$ cat src/rtl/mem_access_unit_pkg.sv
// Shared types for the memory access unit: Memory mode encoding, access FSM
// states and the byte-count helper used for legality checks.
package mem_access_unit_pkg;

   typedef enum logic [2:0] {
      NONE     = 3'd0,
      BYTE     = 3'd1,
      HALFWORD = 3'd2,
      WORD     = 3'd3,
      WORDLEFT = 3'd4
   } memory_modes_e;

   typedef enum logic [1:0] {
      IDLE   = 2'd0,
      ACCESS = 2'd1,
      SPLIT  = 2'd2,
      RESP   = 2'd3
   } acc_state_e;

   // Bytes touched by a mode; 0 marks a mode the unit does not accept.
   function automatic logic [2:0] mode_bytes(input memory_modes_e m);
      case (m)
         BYTE:     mode_bytes = 3'd1;
         HALFWORD: mode_bytes = 3'd2;
         WORD:     mode_bytes = 3'd4;
         default:  mode_bytes = 3'd0;
      endcase
   endfunction

endpackage

$ cat src/rtl/mem_access_extend.sv
// Zero/sign extension of a right-justified 1-, 2- or 4-byte value to W bits.
module mem_access_extend #(
   parameter int W = 32
) (
   input  logic [W-1:0] val_i,
   input  logic [2:0]   nbytes_i,
   input  logic         uns_i,
   output logic [W-1:0] ext_o
);

   always_comb begin
      ext_o = val_i;
      case (nbytes_i)
         3'd1:    ext_o = {{(W-8){~uns_i & val_i[7]}}, val_i[7:0]};
         3'd2:    ext_o = {{(W-16){~uns_i & val_i[15]}}, val_i[15:0]};
         default: ext_o = val_i;
      endcase
   end

endmodule

$ cat src/rtl/mem_access_unit.sv
// CPU-side initiator for Memory: one request at a time, registered response.
// Define MEM_ACCESS_SPLIT_EN to run misaligned requests as serial BYTE accesses.
module mem_access_unit
   import mem_access_unit_pkg::*;
#(
   parameter int MEM_BYTES = 65536,
   parameter int ADDR_W    = 32
) (
   input  logic              clk,
   input  logic              rst,
   input  logic              req_valid,
   output logic              req_ready,
   input  logic              req_write,
   input  logic [2:0]        req_size,
   input  logic              req_unsigned,
   input  logic [ADDR_W-1:0] req_addr,
   input  logic [ADDR_W-1:0] req_wdata,
   output logic              resp_valid,
   input  logic              resp_ready,
   output logic [ADDR_W-1:0] resp_rdata,
   output logic              resp_fault,
   output logic [ADDR_W-1:0] address,
   output logic [ADDR_W-1:0] data,
   output logic [2:0]        writeMode,
   output logic [2:0]        readMode,
   output logic              unsignedLoad,
   input  logic [ADDR_W-1:0] dataOutput
);

   acc_state_e    state_q, state_d;
   logic          write_q, write_d;
   memory_modes_e size_q, size_d;
   logic          uns_q, uns_d;
   logic [ADDR_W-1:0] addr_q, addr_d;
   logic [ADDR_W-1:0] wdata_q, wdata_d;
   logic [ADDR_W-1:0] rdata_q, rdata_d;
   logic          fault_q, fault_d;

   logic [2:0]    req_n;
   logic [ADDR_W:0] req_last;
   logic          size_ok, in_range, misalign;

   // Last byte address is formed one bit wider so a 32-bit wrap reads as out of range.
   always_comb begin
      req_n    = mode_bytes(memory_modes_e'(req_size));
      req_last = {1'b0, req_addr} + (ADDR_W+1)'(req_n) - (ADDR_W+1)'(1);
      size_ok  = req_n != 3'd0;
      in_range = req_last < (ADDR_W+1)'(MEM_BYTES);
      case (req_n)
         3'd2:    misalign = req_addr[0];
         3'd4:    misalign = |req_addr[1:0];
         default: misalign = 1'b0;
      endcase
   end

`ifdef MEM_ACCESS_SPLIT_EN
   logic [1:0]        k_q, k_d;
   logic [ADDR_W-1:0] buf_q, buf_d;
   logic [ADDR_W-1:0] split_word, split_ext;
   logic [2:0]        cur_n;
   logic              last_byte;

   assign cur_n      = mode_bytes(size_q);
   assign last_byte  = k_q == 2'(cur_n - 3'd1);
   assign split_word = buf_q | (ADDR_W'(dataOutput[7:0]) << {k_q, 3'b000});

   mem_access_extend #(.W(ADDR_W)) u_extend (
      .val_i    (split_word),
      .nbytes_i (cur_n),
      .uns_i    (uns_q),
      .ext_o    (split_ext)
   );
`endif

   always_ff @(posedge clk or posedge rst) begin
      if (rst) begin
         state_q <= IDLE;
         write_q <= 1'b0;
         size_q  <= NONE;
         uns_q   <= 1'b0;
         addr_q  <= '0;
         wdata_q <= '0;
         rdata_q <= '0;
         fault_q <= 1'b0;
`ifdef MEM_ACCESS_SPLIT_EN
         k_q     <= 2'd0;
         buf_q   <= '0;
`endif
      end else begin
         state_q <= state_d;
         write_q <= write_d;
         size_q  <= size_d;
         uns_q   <= uns_d;
         addr_q  <= addr_d;
         wdata_q <= wdata_d;
         rdata_q <= rdata_d;
         fault_q <= fault_d;
`ifdef MEM_ACCESS_SPLIT_EN
         k_q     <= k_d;
         buf_q   <= buf_d;
`endif
      end
   end

   always_comb begin
      state_d = state_q;
      write_d = write_q;
      size_d  = size_q;
      uns_d   = uns_q;
      addr_d  = addr_q;
      wdata_d = wdata_q;
      rdata_d = rdata_q;
      fault_d = fault_q;
`ifdef MEM_ACCESS_SPLIT_EN
      k_d     = k_q;
      buf_d   = buf_q;
`endif
      case (state_q)
         IDLE: begin
            if (req_valid) begin
               write_d = req_write;
               size_d  = memory_modes_e'(req_size);
               uns_d   = req_unsigned;
               addr_d  = req_addr;
               wdata_d = req_wdata;
               rdata_d = '0;
               fault_d = 1'b0;
`ifdef MEM_ACCESS_SPLIT_EN
               k_d     = 2'd0;
               buf_d   = '0;
`endif
               if (size_ok && in_range && !misalign) begin
                  state_d = ACCESS;
`ifdef MEM_ACCESS_SPLIT_EN
               end else if (size_ok && in_range) begin
                  state_d = SPLIT;
`endif
               end else begin
                  state_d = RESP;
                  fault_d = 1'b1;
               end
            end
         end
         ACCESS: begin
            if (!write_q) rdata_d = dataOutput;
            state_d = RESP;
         end
`ifdef MEM_ACCESS_SPLIT_EN
         SPLIT: begin
            buf_d = split_word;
            k_d   = k_q + 2'd1;
            if (last_byte) begin
               state_d = RESP;
               rdata_d = write_q ? '0 : split_ext;
            end
         end
`endif
         RESP: begin
            if (resp_ready) state_d = IDLE;
         end
         default: state_d = IDLE;
      endcase
   end

   // Memory-side signals decode straight from state so reset idles Memory at once.
   always_comb begin
      req_ready    = state_q == IDLE;
      resp_valid   = state_q == RESP;
      resp_rdata   = rdata_q;
      resp_fault   = fault_q;
      address      = '0;
      data         = '0;
      writeMode    = NONE;
      readMode     = NONE;
      unsignedLoad = 1'b0;
      case (state_q)
         ACCESS: begin
            address      = addr_q;
            unsignedLoad = uns_q;
            if (write_q) begin
               writeMode = size_q;
               data      = wdata_q;
            end else begin
               readMode  = size_q;
            end
         end
`ifdef MEM_ACCESS_SPLIT_EN
         SPLIT: begin
            address = addr_q + ADDR_W'(k_q);
            if (write_q) begin
               writeMode = BYTE;
               data      = {{(ADDR_W-8){1'b0}}, 8'(wdata_q >> {k_q, 3'b000})};
            end else begin
               readMode     = BYTE;
               unsignedLoad = 1'b1;
            end
         end
`endif
         default: ;
      endcase
   end

endmodule

$ cat config.mk
export PLATFORM = sky130hd
export DESIGN_NAME = mem_access_unit
export DESIGN_NICKNAME = d
export VERILOG_FILES = /design/src/rtl/mem_access_unit_pkg.sv /design/src/rtl/mem_access_extend.sv /design/src/rtl/mem_access_unit.sv
export SDC_FILE = /design/constraint.sdc
export NUM_CORES = 1
export LEC_CHECK = 0
export ABC_AREA = 1
export ABC_CLOCK_PERIOD_IN_PS = 3100
export BUFFER_PORTS_ARGS = -buffer_cell sky130_fd_sc_hd__clkbuf_2
export CAP_MARGIN = 20
export CORE_MARGIN = 5
export CORE_UTILIZATION = 48
export CTS_BUF_LIST = sky130_fd_sc_hd__clkbuf_8
export CTS_CLUSTER_SIZE = 10
export DETAILED_ROUTE_END_ITERATION = 7
export GPL_TIMING_DRIVEN = 1
export PLACE_DENSITY = 0.87
export SYNTH_ARGS = -nofsm -noshare
export SYNTH_HDL_FRONTEND = slang
export SYNTH_SLANG_ARGS = --single-unit
$ cat constraint.sdc
create_clock -name clk -period 3.1 [get_ports clk]
set_input_delay 0.31 -clock clk [delete_from_list [all_inputs] [get_ports clk]]
set_output_delay 0.31 -clock clk [all_outputs]
set_load 0.05 [all_outputs]
## After elaboration in Yosys (flattened, before gate mapping)

Cells that the tools add are included.

- Register bits: 104
- Input bits: 105
- Word-level logic and storage cells: 49
- Output and inout bits: 106

- Magnitude comparators: 1
- Multiplexer cells: 18
- Equality and inequality tests: 10
- Reductions and logical operators: 10
- Add/subtract/negate cells: 2

Operator list:

| cell | count |
|---|---|
| two-way mux 32 bit | 5 |
| case mux 32 bit (2 select lines) | 1 |
| adder 32 x 3 -> 33 bit | 1 |
| < comparator 33 x 17 -> 1 bit (second input constant) | 1 |
| subtractor 33 x 1 -> 33 bit (second input constant) | 1 |
| two-way mux 3 bit | 4 |
| == test 3 x 2 -> 1 bit (second input constant) | 3 |
| case mux 3 bit (3 select lines) | 1 |
| two-way mux 2 bit | 3 |
| case mux 2 bit (3 select lines) | 1 |
| != test 2 bit (second input constant) | 2 |
| AND reduction 2 bit | 2 |
| == test 3 x 1 -> 1 bit (second input constant) | 1 |
| == test 3 bit (second input constant) | 1 |
| AND reduction 3 bit | 1 |
| nonzero test 3 bit | 1 |
| == test 2 x 1 -> 1 bit (second input constant) | 1 |
| == test 2 bit (second input constant) | 1 |
| logical AND 1 bit | 2 |
| zero test 2 bit | 1 |
| two-way mux 1 bit | 2 |
| != test 2 x 1 -> 1 bit (second input constant) | 1 |
| case mux 1 bit (2 select lines) | 1 |
| nonzero test 2 bit | 1 |
| other kinds (2) | 2 |

## Depth between registers and ports, before layout

- Word-level depth: 10
- Mapped depth: 22
- Mapped depth without buffers: 22

## Worst setup path after synthesis

Ideal clock, no wire load.

- Path kind: reg-to-output
- Start point: register state_q[0]
- End point: output readMode[0]
- Slack: 0.085 ns
- Arrival time: 2.705 ns
- Buffers on the path: 1
- Required time: 2.790 ns
- Stages on the path, launching flop included: 7
- Path through: dfrtp_1 nor2_1 nand2_1 nand2_1 nand2_1 clkbuf_1 nor2_1

- Word-level cells in the longest chain between the ends: 2

RTL lines:

| what | line | text |
|---|---|---|
| start: declaration | mem_access_unit.sv:30 | `acc_state_e state_q, state_d;` |
| start signal: assignment | mem_access_unit.sv:90 | `state_q <= state_d;` |
| == test 2 x 1 -> 1 bit | mem_access_unit.sv:176 | `case (state_q)` |
| two-way mux 3 bit | mem_access_unit.sv:176 |  |
| end: declaration | mem_access_unit.sv:25 | `output logic [2:0] readMode,` |

No other way between the ends.

## Final worst setup path

- Start point: register write_q
- End point: output data[1]

- Word-level cells in the longest chain between the ends: 2

RTL lines:

| what | line | text |
|---|---|---|
| start: declaration | mem_access_unit.sv:31 | `logic write_q, write_d;` |
| start signal: assignment | mem_access_unit.sv:91 | `write_q <= write_d;` |
| two-way mux 32 bit | mem_access_unit.sv:180 | `if (write_q) begin` |
| two-way mux 32 bit | mem_access_unit.sv:176 |  |
| end: declaration | mem_access_unit.sv:23 | `output logic [ADDR_W-1:0] data,` |

No other way between the ends.

==> results.txt <==
Dividing total power by cell area gives a power density of 840 mW/mm^2. The area added between synthesis and finish is 21.5%, and the clock latency on the worst-skew pair is 0.38 ns. The post-detailed-route via-to-cell ratio is 4.93. The tools report the global routing usage summed across all routing layers as 22.3%. The final critical-path setup slack is 0.560 ns, and the setup violation total in the final timing report is 0. The core region is 0.0139 sq mm. The tools report the reg-to-reg setup timing slack as 1.11 ns. The worst setup path is captured at a primary output.

For this run the aggregate overflow at the end of global routing stands at 0. The most used flip-flop cell after synthesis is dfrtp_1. Final hold analysis gives a worst-case slack of 0.0772 ns. The arrival time of data at the critical path endpoint was 2.23 ns; the number of max-cap violations was 0. Cell taking the most area after synthesis: dfrtp_1.

The root buffer cell was clkbuf_8. The tools report the maximum number of pins on one net before global-route repair as 116. Sorting the synthesized cells by area gives the leading types as dfrtp_1 38%, nand2_1 18%, inv_1 9.2%, nor2_1 6.8%, nand3_1 6.7%.

The share of the Yosys chip area taken by registers is 38.4%. The area share of the largest cell type after synthesis was 38.4%; the worst setup slack after placement was 0.409 ns. Data required time at the worst endpoint: 2.79 ns. The startpoint of the most critical register-to-register path was state_q[1]. The logs give 0 for the post-route antenna net violation count and 0.0166 sq mm for the area enclosed by the die boundary. The number of cells on the worst reg-to-reg path is 8. Path type of the worst setup path: flop to primary output. The worst register-to-register path ends at resp_rdata[24]. The tools report the maximum operating frequency as 394 MHz. The element type at the critical path start is a flop. Along the worst path, the maximum fanout reaches 22.

The run finished with clean final reports. After filler insertion, the fill cell instance count of the layout stands at 1341. Detailed placement finished with a half-perimeter wire length of 15300 microns. Synthesis instantiated 32 different standard cells from the library. The average cell area after synthesis works out to 6.61 sq um. Hold repair after CTS inserted 0 buffers.

TritonCTS built the clock tree. The worst vdd rail ir drop was 339 uV; the chip width was 129 microns. Share of synthesized flip-flops with an asynchronous set or reset: 100%. In this run the worst hold path is classified as input pin to asynchronous set/reset pin. After floorplanning, the core was divided into 43 placement rows. The worst pin sits at a relative slew slack of 30.8%. The Yosys step of the flow raised 0 warnings. The hold violation total from the final report is 0. Clock-pin slew was measured on the worst setup and hold paths at 0.11 ns.

The count of input and output buffers was 210. The post-route netlist has 21.8% of its cells at a drive strength greater than 1. The critical path starts at write_q. The post-synth net total is 1163. Of the available clock period, the critical path in the final layout requires 81.9%. The number of antenna diodes in the final layout is 0. The transition time at the pin with the least slew margin came out at 1.04 ns. In this run the deepest clock path goes through 2 buffers.

The y dimension of the die is 129 microns, and the leakage power total is 4.84 nW. Post-CTS timing repair inserted 0 buffers for setup. The overall routed net length was 19200 microns; the post-synth design cell area was 0.00678 sq mm. The number of clock sinks is 104. At the end of the flow, the number of nets in the layout was 1356.

Sorting the synthesized cells by how often they occur yields 321 x nand2_1, 167 x inv_1, 122 x nor2_1, 104 x dfrtp_1, 91 x nand3_1. The power consumption was 6.93 mW. The tools report the worst setup path endpoint as data[1].

In this run the count of I/O pins placed on the die edge is 211. In this run, CTS created clock tree buffers numbering 9. The number of global-route vias before repair is 6332.

The number of storage elements in the synthesis netlist is 104, and the final estimated routing congestion in global placement is 0.968. The average wire per cell in the routed design came out at 13.7 microns. For this configuration, the core starts out at a cell density of 48.9%. Synthesis produced 1026 cells.

nand2_1 is the most common cell in the netlist. The first global-routing pass estimated 30000 microns of wire. Setup repair after global routing left no endpoint under its margin.

The minimum clock period after layout was 2.54 ns; the number of vias in the routed layout was 6921. The tools report the sum of negative setup slack as 0 ns. The number of synthesized flops with an enable pin came out at 0.

The logs give 0 for the total of cells resized after clock tree synthesis and 5 for the number of search-and-repair iterations in the first detailed-routing pass. The count of pins over their slew limit is 0. The H-tree was split into 3 levels.

The run gives 1404 as the non-filler instance count after layout. Initial antenna violation count: 0. Clock skew on the completed layout was measured at 0.0154 ns. Registers take 0.00260 sq mm. For the first-iteration detailed-routing DRC count, the log shows 416. After detailed routing, the number of remaining DRC violations is 0. Count of placed standard cells including taps: 1388. Summing all multi-input logic gate instances after layout gives 0.00342 sq mm.
[where the power goes]
part / switching, mW / internal, mW
registers: 0.308 / 1.96
logic: 2.88 / 0.917
clock network: 0.530 / 0.324
total: 3.72 / 3.20
[placed cells by master (no fill, tap or decap), types with 9 or more instances in the layout]
cell,instances
nand2_1,320
o21ai_0,60
nor2_1,121
a21oi_1,24
dfrtp_1,104
nand3_1,91
clkbuf_8,9
nor2_2,9
ha_1,32
inv_1,166
clkbuf_2,208
[area by class of cell]
class / count / area share (%)
multi-input combinational: 716 / 41.5
sequential: 104 / 31.6
timing repair buffer: 216 / 13.8
inverter: 172 / 7.87
tap: 180 / 2.73
clock buffer: 9 / 1.50
clock inverter: 7 / 1.05
[registers in the layout, indices dropped and copies added (netlist names)]
register / count
resp_fault: 1
addr_q: 32
write_q: 1
resp_rdata: 32
state_q: 2
uns_q: 1
size_q: 3
wdata_q: 32
[how the worst min path moves through the flow]
| stage | startpoint | to | cells past startpoint |
|---|---|---|---|
| 2_1_floorplan | req_wdata[19] | wdata_q[19] | 2 |
| 3_3_place_gp | wdata_q[30] | wdata_q[30] | 2 |
| 3_5_place_dp | wdata_q[27] | wdata_q[27] | 2 |
| 4_1_cts | rst | addr_q[23] | 2 |
| 5_1_grt | dataOutput[9] | resp_rdata[9] | 3 |
| 6_report | rst | addr_q[1] | 2 |
[logic make-up after synthesis]
kind of cell | after synthesis | synth area share [%]
simple gates | 568 | 34.6
xor+xnor | 1 | 0.129
fa+ha+maj | 32 | 5.90
flops | 104 | 38.4
buf+inv | 206 | 11.4
compound gates | 115 | 9.59
[layer usage]
layer  GRT usage [%]  vias up  part of all wire, %
li1                -     3549                    -
met1            28.3     3087                   42
met2            38.9      255                   48
met3            3.94       30                  7.3
met4            6.55        0                  2.0
met5               0        -                    0
[critical path, cell delays in order (launching register included)]
cell	delay, ns
dfrtp_1	0.65
nand2_1	0.56
nor2_1	0.32
clkbuf_2	0.32
[per-stage QoR]
stage          cell area, sq um  util (%)
2_1_floorplan              6780         -
3_3_place_gp               8030      57.9
3_5_place_dp               8030      57.9
4_1_cts                    8240      59.4
5_1_grt                    8240      59.4
6_report                   8240      59.4
(Power assumes the default switching activity.)
